[config.mk]
export PLATFORM = sky130hd
export DESIGN_NAME = prog_freq_divider
export DESIGN_NICKNAME = d
export VERILOG_FILES = /design/src/rtl/freq_div_pkg.sv /design/src/rtl/div_cfg_shadow.sv /design/src/rtl/prog_freq_divider.sv
export SDC_FILE = /design/constraint.sdc
export NUM_CORES = 1
export LEC_CHECK = 0
export ABC_AREA = 1
export CAP_MARGIN = 10
export CORE_UTILIZATION = 43
export DETAILED_ROUTE_END_ITERATION = 8
export PLACE_DENSITY = 0.63
export SLEW_MARGIN = 25
export SYNTH_ARGS = -nofsm -noshare
export SYNTH_HDL_FRONTEND = slang
export SYNTH_SLANG_ARGS = --single-unit
[constraint.sdc]
create_clock -name clk -period 2.2 [get_ports clk]
set_input_delay 0.66 -clock clk [delete_from_list [all_inputs] [get_ports clk]]
set_output_delay 0.66 -clock clk [all_outputs]
set_load 0.03 [all_outputs]
[src/rtl/freq_div_pkg.sv]
// Shared types and reset defaults for the programmable divider.
// Exports div_state_t, div_cfg_t and the default phase lengths.
package freq_div_pkg;

   localparam int CFG_W      = 16;
   localparam int DEF_HIGH_C = 18;
   localparam int DEF_LOW_C  = 866;

   typedef enum logic [1:0] {
      IDLE = 2'd0,
      HIGH = 2'd1,
      LOW  = 2'd2
   } div_state_t;

   typedef struct packed {
      logic [CFG_W-1:0] high;
      logic [CFG_W-1:0] low;
   } div_cfg_t;

endpackage

[src/rtl/div_cfg_shadow.sv]
// Config shadow: one-deep pending slot plus the active phase lengths.
// Ports: clk, rst, cfg_valid/cfg_ready/cfg_high/cfg_low handshake,
//        apply (period start), cfg_applied strobe, active_high/low,
//        next_high (high length the starting period will use).
module div_cfg_shadow
   import freq_div_pkg::*;
#(
   parameter int WIDTH    = 16,
   parameter int DEF_HIGH = DEF_HIGH_C,
   parameter int DEF_LOW  = DEF_LOW_C
) (
   input  logic             clk,
   input  logic             rst,
   input  logic             cfg_valid,
   output logic             cfg_ready,
   input  logic [WIDTH-1:0] cfg_high,
   input  logic [WIDTH-1:0] cfg_low,
   input  logic             apply,
   output logic             cfg_applied,
   output logic [WIDTH-1:0] active_high,
   output logic [WIDTH-1:0] active_low,
   output logic [WIDTH-1:0] next_high
);

   localparam logic [WIDTH-1:0] DH  = WIDTH'(DEF_HIGH);
   localparam logic [WIDTH-1:0] DL  = WIDTH'(DEF_LOW);
   localparam logic [WIDTH-1:0] ONE = WIDTH'(1);

   logic             pend_v;
   logic [WIDTH-1:0] pend_high;
   logic [WIDTH-1:0] pend_low;
   logic             accept;
   logic [WIDTH-1:0] clamp_high;
   logic [WIDTH-1:0] clamp_low;

   assign cfg_ready  = ~pend_v;
   assign accept     = cfg_valid & ~pend_v;
   // a zero length would stall the counter, so it is stored as one
   assign clamp_high = (cfg_high == '0) ? ONE : cfg_high;
   assign clamp_low  = (cfg_low  == '0) ? ONE : cfg_low;
   // the FSM loads the counter in the same edge the pending slot is applied
   assign next_high  = pend_v ? pend_high : active_high;

   // accept needs an empty slot and apply needs a full one, so they
   // never fire on the same edge
   always_ff @(posedge clk) begin
      if (rst) begin
         pend_v      <= 1'b0;
         pend_high   <= '0;
         pend_low    <= '0;
         active_high <= DH;
         active_low  <= DL;
         cfg_applied <= 1'b0;
      end else begin
         cfg_applied <= 1'b0;
         if (accept) begin
            pend_v    <= 1'b1;
            pend_high <= clamp_high;
            pend_low  <= clamp_low;
         end else if (apply && pend_v) begin
            pend_v      <= 1'b0;
            active_high <= pend_high;
            active_low  <= pend_low;
            cfg_applied <= 1'b1;
         end
      end
   end

endmodule

[src/rtl/prog_freq_divider.sv]
// Runtime-programmable clock-enable divider with glitch-free reconfig.
// Ports: clk, rst, en, cfg handshake, divider_out, rise_pulse, cfg_applied.
module prog_freq_divider
   import freq_div_pkg::*;
#(
   parameter int WIDTH    = 16,
   parameter int DEF_HIGH = DEF_HIGH_C,
   parameter int DEF_LOW  = DEF_LOW_C
) (
   input  logic             clk,
   input  logic             rst,
   input  logic             en,
   input  logic             cfg_valid,
   output logic             cfg_ready,
   input  logic [WIDTH-1:0] cfg_high,
   input  logic [WIDTH-1:0] cfg_low,
   output logic             divider_out,
   output logic             rise_pulse,
   output logic             cfg_applied
);

   localparam logic [WIDTH-1:0] ONE = WIDTH'(1);

   div_state_t       state;
   div_state_t       state_nx;
   logic [WIDTH-1:0] cnt;
   logic [WIDTH-1:0] cnt_nx;
   logic             cnt_zero;
   logic             start;
   logic             out_nx;
   logic             rise_nx;
   logic [WIDTH-1:0] active_high;
   logic [WIDTH-1:0] active_low;
   logic [WIDTH-1:0] next_high;

   div_cfg_shadow #(
      .WIDTH    (WIDTH),
      .DEF_HIGH (DEF_HIGH),
      .DEF_LOW  (DEF_LOW)
   ) u_shadow (
      .clk         (clk),
      .rst         (rst),
      .cfg_valid   (cfg_valid),
      .cfg_ready   (cfg_ready),
      .cfg_high    (cfg_high),
      .cfg_low     (cfg_low),
      .apply       (start),
      .cfg_applied (cfg_applied),
      .active_high (active_high),
      .active_low  (active_low),
      .next_high   (next_high)
   );

   assign cnt_zero = (cnt == '0);

   always_ff @(posedge clk) begin
      if (rst) begin
         state       <= IDLE;
         cnt         <= '0;
         divider_out <= 1'b0;
         rise_pulse  <= 1'b0;
      end else begin
         state       <= state_nx;
         cnt         <= cnt_nx;
         divider_out <= out_nx;
         rise_pulse  <= rise_nx;
      end
   end

   // start marks the edge a new period begins; lengths load as len-1
   always_comb begin
      state_nx = state;
      cnt_nx   = cnt;
      start    = 1'b0;
      if (!en) begin
         state_nx = IDLE;
         cnt_nx   = '0;
      end else begin
         unique case (state)
            IDLE: begin
               start    = 1'b1;
               state_nx = HIGH;
               cnt_nx   = next_high - ONE;
            end
            HIGH: begin
               if (cnt_zero) begin
                  state_nx = LOW;
                  cnt_nx   = active_low - ONE;
               end else begin
                  cnt_nx = cnt - ONE;
               end
            end
            LOW: begin
               if (cnt_zero) begin
                  start    = 1'b1;
                  state_nx = HIGH;
                  cnt_nx   = next_high - ONE;
               end else begin
                  cnt_nx = cnt - ONE;
               end
            end
            default: begin
               state_nx = IDLE;
               cnt_nx   = '0;
            end
         endcase
      end
   end

   always_comb begin
      out_nx  = (state_nx == HIGH);
      rise_nx = start;
   end

endmodule
==> flow_metrics.tcl, run 1 <==
set metrics [dict create \
    postRouteWirelength_mm 12.3 \
    wire_length_of_the_first_global_routing_pass_mm 20.9 \
    timing.critical_path.max_delay_family "buffers and inverters" \
    post-route-period-util_pct 91.8 \
    power.ir.vdd_worst_mv 0.450 \
    yosys_warnings 0 \
    fin_crit_ps 2020 \
    maxSlewViolCount 0 \
    detailed_place_hpwl_mm 9.70 \
    timing.critical_path.slowest_cell_delay_ps 670 \
    unrepaired_setup_endpoints_after_global_routing "false" \
    core_um2 10500 \
    synthCells 748 \
    ys_ff_latch 86 \
    worstPathMaxFanout 1 \
    cp_data_arrival_time_ps 1360 \
    detailroute.wirelength.met2_mm 5.74 \
    routability_driven_placement_congestion_ratio 0.886 \
    floorplan.rows 37 \
    first_global_vias 4483 \
    r2r_start "cnt[0]" \
    drt.antenna.violating_nets 0 \
    cts_tree "built" \
    synth.cell_area_um2 4740 \
    postSynthNetCount 787 \
    post-route-util_pct 53.3 \
    critical_path_buf_inv_count 1 \
    grt_use_total_pct 23.4 \
    starting_utilization_of_the_core_area_pct 45.1 \
    wl_met3_um 486 \
    timing.max_slew.rel_slack_pct 57.6 \
    worstPathRequired_ps 1540 \
    syn_area_per_cell_um2 6.33 \
    critPathCaptureType "primary output" \
    io-pin-count 40 \
    start_kind "register" \
    final_layout_net_count 838 \
    outcome "completed" \
    final_hold_viol_count 0 \
    r2r_end "u_shadow.active_high[10]" \
    flow.area_growth_from_synthesis_pct 18.3 \
    tightest_slew_ps 634 \
    setup.reg_to_reg.worst_slack_ps 240 \
    timing.setup.critical_path_class "reg -> out" \
    wl_per_cell_um 13.1 \
    clk_root_buffer_cell "clkbuf_8" \
    synth_sequential_area_ratio_pct 36.3 \
    hp-start "u_shadow.active_high[15]" \
    cpMaxStageDelayCell "clkdlybuf4s50_1" \
    dr.pass1.iters 5 \
    cts-buffers-inserted 9 \
    detailroute.via_count 4783 \
    timing.final.setup_violations 0 \
    maximum_buffer_depth_of_the_clock_tree 2 \
    yosysUniqueCellTypes 35 \
    routed.top_layer "met4" \
    leakagePower_nw 2.54 \
    drv.max_cap_violation_count 0 \
    antenna_cells_inserted 0 \
    power_density_normalized_to_cell_area_nw_per_um2 750 \
    power_mw 4.20 \
    chipWidth_um 107 \
    hp-class "reg -> reg" \
    cts.repair_timing.setup_buffer_count 0 \
    initial_antenna_violation_count 0 \
    worst_hold_path.endpoint "u_shadow.active_high[15]" \
    cts_hold_repair.buffers 0 \
    clock_insertion_delay_worst_skew_ps 370 \
    max_freq_mhz 495 \
    clk_pin_slew_worst_paths_ps 90 \
    met1_length_mm 5.88 \
    largest_net_degree_at_the_start_of_global_routing 43 \
    placement.io_buffers 39 \
    cts_max_level 3 \
    reg2regPathDepth 11 \
    globalRouteOverflowTotal 0 \
    numClockSinks 86 \
    remaining_drc_errors 0 \
    drt_iter0_drc 328 \
    mean_number_of_vias_per_cell 5.09 \
    hold-path-cell-count 2 \
    layout-drive-gt1-share_pct 8.83 \
    floorplan.die_area_um2 11400 \
    die_y_um 107 \
    final.setup_skew_ps 9.00 \
    setup_tns_ps 0 \
    critical_path.cell_chain "clkdlybuf4s50_1" \
]
cell usage after synthesis:
library cell  count  area (um2)
o211ai_1          3        22.5
nand3_1          51         255
o311ai_0          1        8.76
inv_1            76         285
nand3b_1          1        7.51
inv_2             8        30.0
nor3_1            2        10.0
nor2_4            1        11.3
nor3_4            1        16.3
o21ai_1           2        10.0
clkbuf_1         13        48.8
buf_4             2        15.0
dfxtp_1          86        1720
nand4_1           4        25.0
buf_2             5        25.0
a21oi_2           1        8.76
buf_6             2        22.5
xnor2_1           4        35.0
ha_1              3        37.5
nor2_2           10        62.6
buf_1             1        3.75
nor4_1            8        50.1
nand4_2           1        12.5
a31oi_1           2        12.5
o22a_1            5        43.8
nand2_1         264         991
or2_2             2        12.5
o21ai_0          20         100
nor2_1           81         304
a21oi_1          48         240
xor2_1           17         149
nand3_2           1        10.0
o22ai_1           6        37.5
a211oi_1         10        75.1
nand2_2           6        37.5
cell usage in the layout, fill, tap and decap left out, types with 2 or more instances in the layout:
| cell | n |
|---|---|
| a211oi_1 | 10 |
| a21oi_1 | 48 |
| a31oi_1 | 2 |
| buf_4 | 23 |
| bufinv_16 | 2 |
| clkbuf_8 | 9 |
| clkdlybuf4s50_1 | 38 |
| dfxtp_1 | 86 |
| ha_1 | 3 |
| inv_1 | 76 |
| inv_2 | 8 |
| inv_6 | 2 |
| nand2_1 | 264 |
| nand2_2 | 6 |
| nand3_1 | 51 |
| nand4_1 | 4 |
| nor2_1 | 81 |
| nor2_2 | 10 |
| nor3_1 | 2 |
| nor4_1 | 8 |
| o211ai_1 | 3 |
| o21ai_0 | 20 |
| o21ai_1 | 2 |
| o22a_1 | 5 |
| o22ai_1 | 6 |
| or2_2 | 2 |
| xnor2_1 | 4 |
| xor2_1 | 16 |
cell families after synthesis:
| logic type | count (synthesis) | synth area share, % |
|---|---|---|
| simple gates | 433 | 38.1 |
| buf+inv | 107 | 9.08 |
| compound gates | 98 | 11.8 |
| flops | 86 | 36.3 |
| xor+xnor | 21 | 3.88 |
| fa+ha+maj | 3 | 0.792 |
cell type report:
type                    count  area (um2)
flip-flops and latches     86        1720
inverters                  84         315
clock buffers              10         128
fillers                  1095        4900
repair buffers             63         582
multi-input cells         555        2590
clock inverters             6        93.8
well taps                 136         170
flip-flops by register name (all words and copies together), names as in the netlist, 2 cells and up:
name / count
state: 2
u_shadow.pend_low: 16
u_shadow.active_low: 16
u_shadow.pend_high: 16
u_shadow.active_high: 16
cnt: 16
where the power goes:
part / leakage [nW] / internal [mW] / switching (mW)
clock: 0.107 / 0.650 / 0.604
sequential: 0.703 / 1.65 / 0.0680
combinational: 1.73 / 0.453 / 0.781
metrics by stage:
stage          std cells  hold slack [ps]  area, um2  setup WS [ps]
6_report             940              463       5600            180
5_1_grt              940              483       5600           49.8
4_1_cts              940              466       5600            155
3_5_place_dp         924              452       5380          -21.4
3_3_place_gp         924              449       5380           38.8
2_1_floorplan        748              423       4740            323
routing by layer:
layer / global-route usage (%) / vias up
met3: 3.89 / 17
met2: 39.6 / 106
met1: 30.1 / 2183
li1: - / 2477
met4: 7.83 / 0
met5: 0 / -
worst max-delay path by stage:
stage | startpoint | end | cells after the start
2_1_floorplan | rst | u_shadow.active_low[8] | 7
3_3_place_gp | en | u_shadow.active_high[10] | 8
3_5_place_dp | en | u_shadow.active_high[10] | 8
4_1_cts | divider_out | divider_out | 1
5_1_grt | cnt[0] | cnt[0] | 14
6_report | divider_out | divider_out | 1
timing repair:
action | CTS | global route
cloned | 0 | 0
setup endpoints to repair | 1 | 1
resized for setup | 1 | 1
No activity file was read; power rests on OpenSTA's default activity.
==> run 2: changes to the inputs <==
--- a/config.mk
+++ b/config.mk
@@ -7,9 +7,11 @@
 export LEC_CHECK = 0
 export ABC_AREA = 1
 export CAP_MARGIN = 10
-export CORE_UTILIZATION = 43
+export CORE_MARGIN = 2
+export CORE_UTILIZATION = 58
 export DETAILED_ROUTE_END_ITERATION = 8
-export PLACE_DENSITY = 0.63
+export PLACE_DENSITY = 0.81
+export SETUP_SLACK_MARGIN = 0.5
 export SLEW_MARGIN = 25
 export SYNTH_ARGS = -nofsm -noshare
 export SYNTH_HDL_FRONTEND = slang
==> flow_metrics.tcl, run 2 (synthesis results as in run 1) <==
set metrics [dict create \
    outcome "completed" \
    reg2regPathDepth 11 \
    hp-start "u_shadow.active_high[15]" \
    numPlacedInstances 887 \
    timing.critical_path.max_delay_family "simple AND/OR/NAND/NOR gates" \
    pwr-share-comb_pct 35.9 \
    top_usage_layer "met2" \
    layout.cells.non_filler 930 \
    pre_cts_ws_ps 12.8 \
    detailroute.via_count 5154 \
    routability_driven_placement_congestion_ratio 1.00 \
    cp_data_arrival_time_ps 2120 \
    crit_path_most_repeated_cell "nand2_1" \
    die_y_um 94.4 \
    largest_net_degree_at_the_start_of_global_routing 44 \
    dr.pass1.iters 5 \
    antenna_cells_inserted 0 \
    p_sw_mw 1.61 \
    tightest_slew_ps 696 \
    final_layout_net_count 862 \
    timing.critical_path.slowest_cell_delay_ps 420 \
    critical_path.cell_chain "clkinvlp_4 > nand2_1 > nand2_1 > inv_2 > nand2_4 > nor2_4 > xor2_1 > nand2_1 > o211ai_1 > nand2_1 > inv_1" \
    timing.final.setup_violations 0 \
    wire_length_of_the_first_global_routing_pass_mm 21.3 \
    postRouteWirelength_mm 13.5 \
    post-route-worst-setup-slack_ps 382 \
    worstPathRequired_ps 2500 \
    layout.cells.most_common_list "nand2_1 (242), dfxtp_1 (84), inv_1 (69)" \
    p_int_mw 2.65 \
    drt_iter0_drc 394 \
    worst_hold_path.endpoint "u_shadow.active_high[15]" \
    first_global_vias 4748 \
    r2r_start "u_shadow.pend_v" \
    grt_use_total_pct 30.5 \
    met3_usage_pct 3.59 \
    cts-buffers-inserted 9 \
    core_um2 7810 \
    setup.reg_to_reg.worst_slack_ps 380 \
    final_hold_viol_count 0 \
    cts_hold_repair.buffers 0 \
    hold-path-cell-count 2 \
    leakagePower_nw 2.71 \
    io-pin-count 40 \
    power.ir.vdd_worst_mv 0.397 \
    starting_utilization_of_the_core_area_pct 60.7 \
    critical_path_buf_inv_count 3 \
    mean_number_of_vias_per_cell 5.54 \
    worstPathMaxFanout 7 \
    numClockSinks 86 \
    timing.setup.critical_path_class "reg -> reg" \
    final.setup_skew_ps 13.3 \
    drt.antenna.violating_nets 0 \
    clock_insertion_delay_worst_skew_ps 360 \
    start_kind "register" \
    remaining_drc_errors 0 \
    timing.max_slew.rel_slack_pct 53.4 \
    setup_tns_ps 0 \
    timing.hold.ws_ps 467 \
    unrepaired_setup_endpoints_after_global_routing "true" \
    met1_capacity_usage_during_global_routing_pct 38.2 \
    chipWidth_um 94.4 \
    initial_antenna_violation_count 0 \
    critPathCaptureType "register" \
    clk_root_buffer_cell "clkbuf_8" \
    max_freq_mhz 550 \
    hp-class "reg -> reg" \
    r2r_end "cnt[6]" \
    final_common_cell "nand2_1" \
    wl_per_cell_um 14.6 \
    maxSlewViolCount 0 \
    power.share.clock_pct 23.7 \
    power_density_normalized_to_cell_area_nw_per_um2 702 \
    layout-drive-gt1-share_pct 19.6 \
    cpMaxStageDelayCell "dfxtp_4" \
    grtUsageMet2_pct 53.1 \
    floorplan.die_area_um2 8910 \
    drv.max_cap_violation_count 0 \
    detailed_place_hpwl_mm 9.37 \
    cts_tree "built" \
    maximum_buffer_depth_of_the_clock_tree 2 \
    placement.io_buffers 39 \
    flow.area_growth_from_synthesis_pct 28.2 \
    power.sequential.fraction_pct 40.5 \
    post-route-period-util_pct 82.6 \
    swShare_pct 37.7 \
    clk_pin_slew_worst_paths_ps 90 \
    fin_crit_ps 1820 \
    globalRouteOverflowTotal 0 \
    cts_max_level 3 \
    floorplan.rows 32 \
]
==> run 2: changes by cell type in the layout (fill, tap and decap cells not counted), sizes merged, moves of 2 or more <==
cell           previous run  this run
clkdlybuf4s15             0         2
clkinv                    1         3
bufinv                    2         0
buf                      24        46
clkinvlp                  1         4
clkdlybuf4s50            38        33
==> run 2: worst register-to-register path, cell delays in order (launching register included) <==
cell and delay [ps]:
dfxtp_4 420, clkinvlp_4 150, nand2_1 100, nand2_1 150
inv_2 140, nand2_4 80, nor2_4 150, xor2_1 200
nand2_1 100, o211ai_1 130, nand2_1 80, inv_1 50
==> run 2: repair_timing <==
| item | CTS | global route |
|---|---|---|
| resized for setup | 81 | 45 |
| pin swaps | 26 | 35 |
| gates cloned | 3 | 0 |
| setup buffers | 14 | 10 |
| endpoints found under the setup margin | 53 | 46 |
==> run 2: how the worst max path moves through the flow <==
| stage | start | to | cells past startpoint |
|---|---|---|---|
| 2_1_floorplan | cnt[0] | u_shadow.active_low[8] | 11 |
| 4_1_cts | u_shadow.pend_v | cnt[9] | 13 |
| 6_report | u_shadow.pend_v | cnt[6] | 11 |
| 3_5_place_dp | en | u_shadow.active_low[0] | 9 |
| 5_1_grt | u_shadow.pend_v | cnt[13] | 13 |
| 3_3_place_gp | en | u_shadow.active_high[10] | 8 |
==> run 2: power by group through the flow <==
stage / clock network (mW) / registers (mW) / logic, mW
after CTS: 1.01 / 1.72 / 1.37
after global routing: 1.08 / 1.74 / 1.66
after floorplan: 0 / 1.74 / 0.845
after detailed placement: 0 / 1.75 / 1.20
after global placement: 0 / 1.75 / 1.18
final: 1.01 / 1.72 / 1.53
==> run 2: through the flow <==
stage | instance area (um2) | util, % | total power, mW
2_1_floorplan | 4750 | - | 2.58
3_3_place_gp | 5320 | 68.1 | 2.92
3_5_place_dp | 5320 | 68.1 | 2.95
4_1_cts | 5840 | 74.8 | 4.09
5_1_grt | 6070 | 77.8 | 4.48
6_report | 6070 | 77.8 | 4.26
==> run 2: metal layers <==
| layer | wire (um) | up-vias | share of wire (%) |
|---|---|---|---|
| li1 | - | 2532 | - |
| met1 | 5710 | 2392 | 42 |
| met2 | 6630 | 186 | 49 |
| met3 | 762 | 44 | 5.6 |
| met4 | 446 | 0 | 3.3 |
| met5 | 0 | - | 0 |
==> run 2: area by class of cell <==
type,count,area (um2)
Timing Repair Buffer,84,748
Clock inverter,6,43.8
Timing Repair inverter,2,15.0
Clock buffer,10,128
Multi-Input combinational cell,556,2960
Fill cell,572,1730
Inverter,84,329
Tap cell,102,128
Sequential cell,86,1730
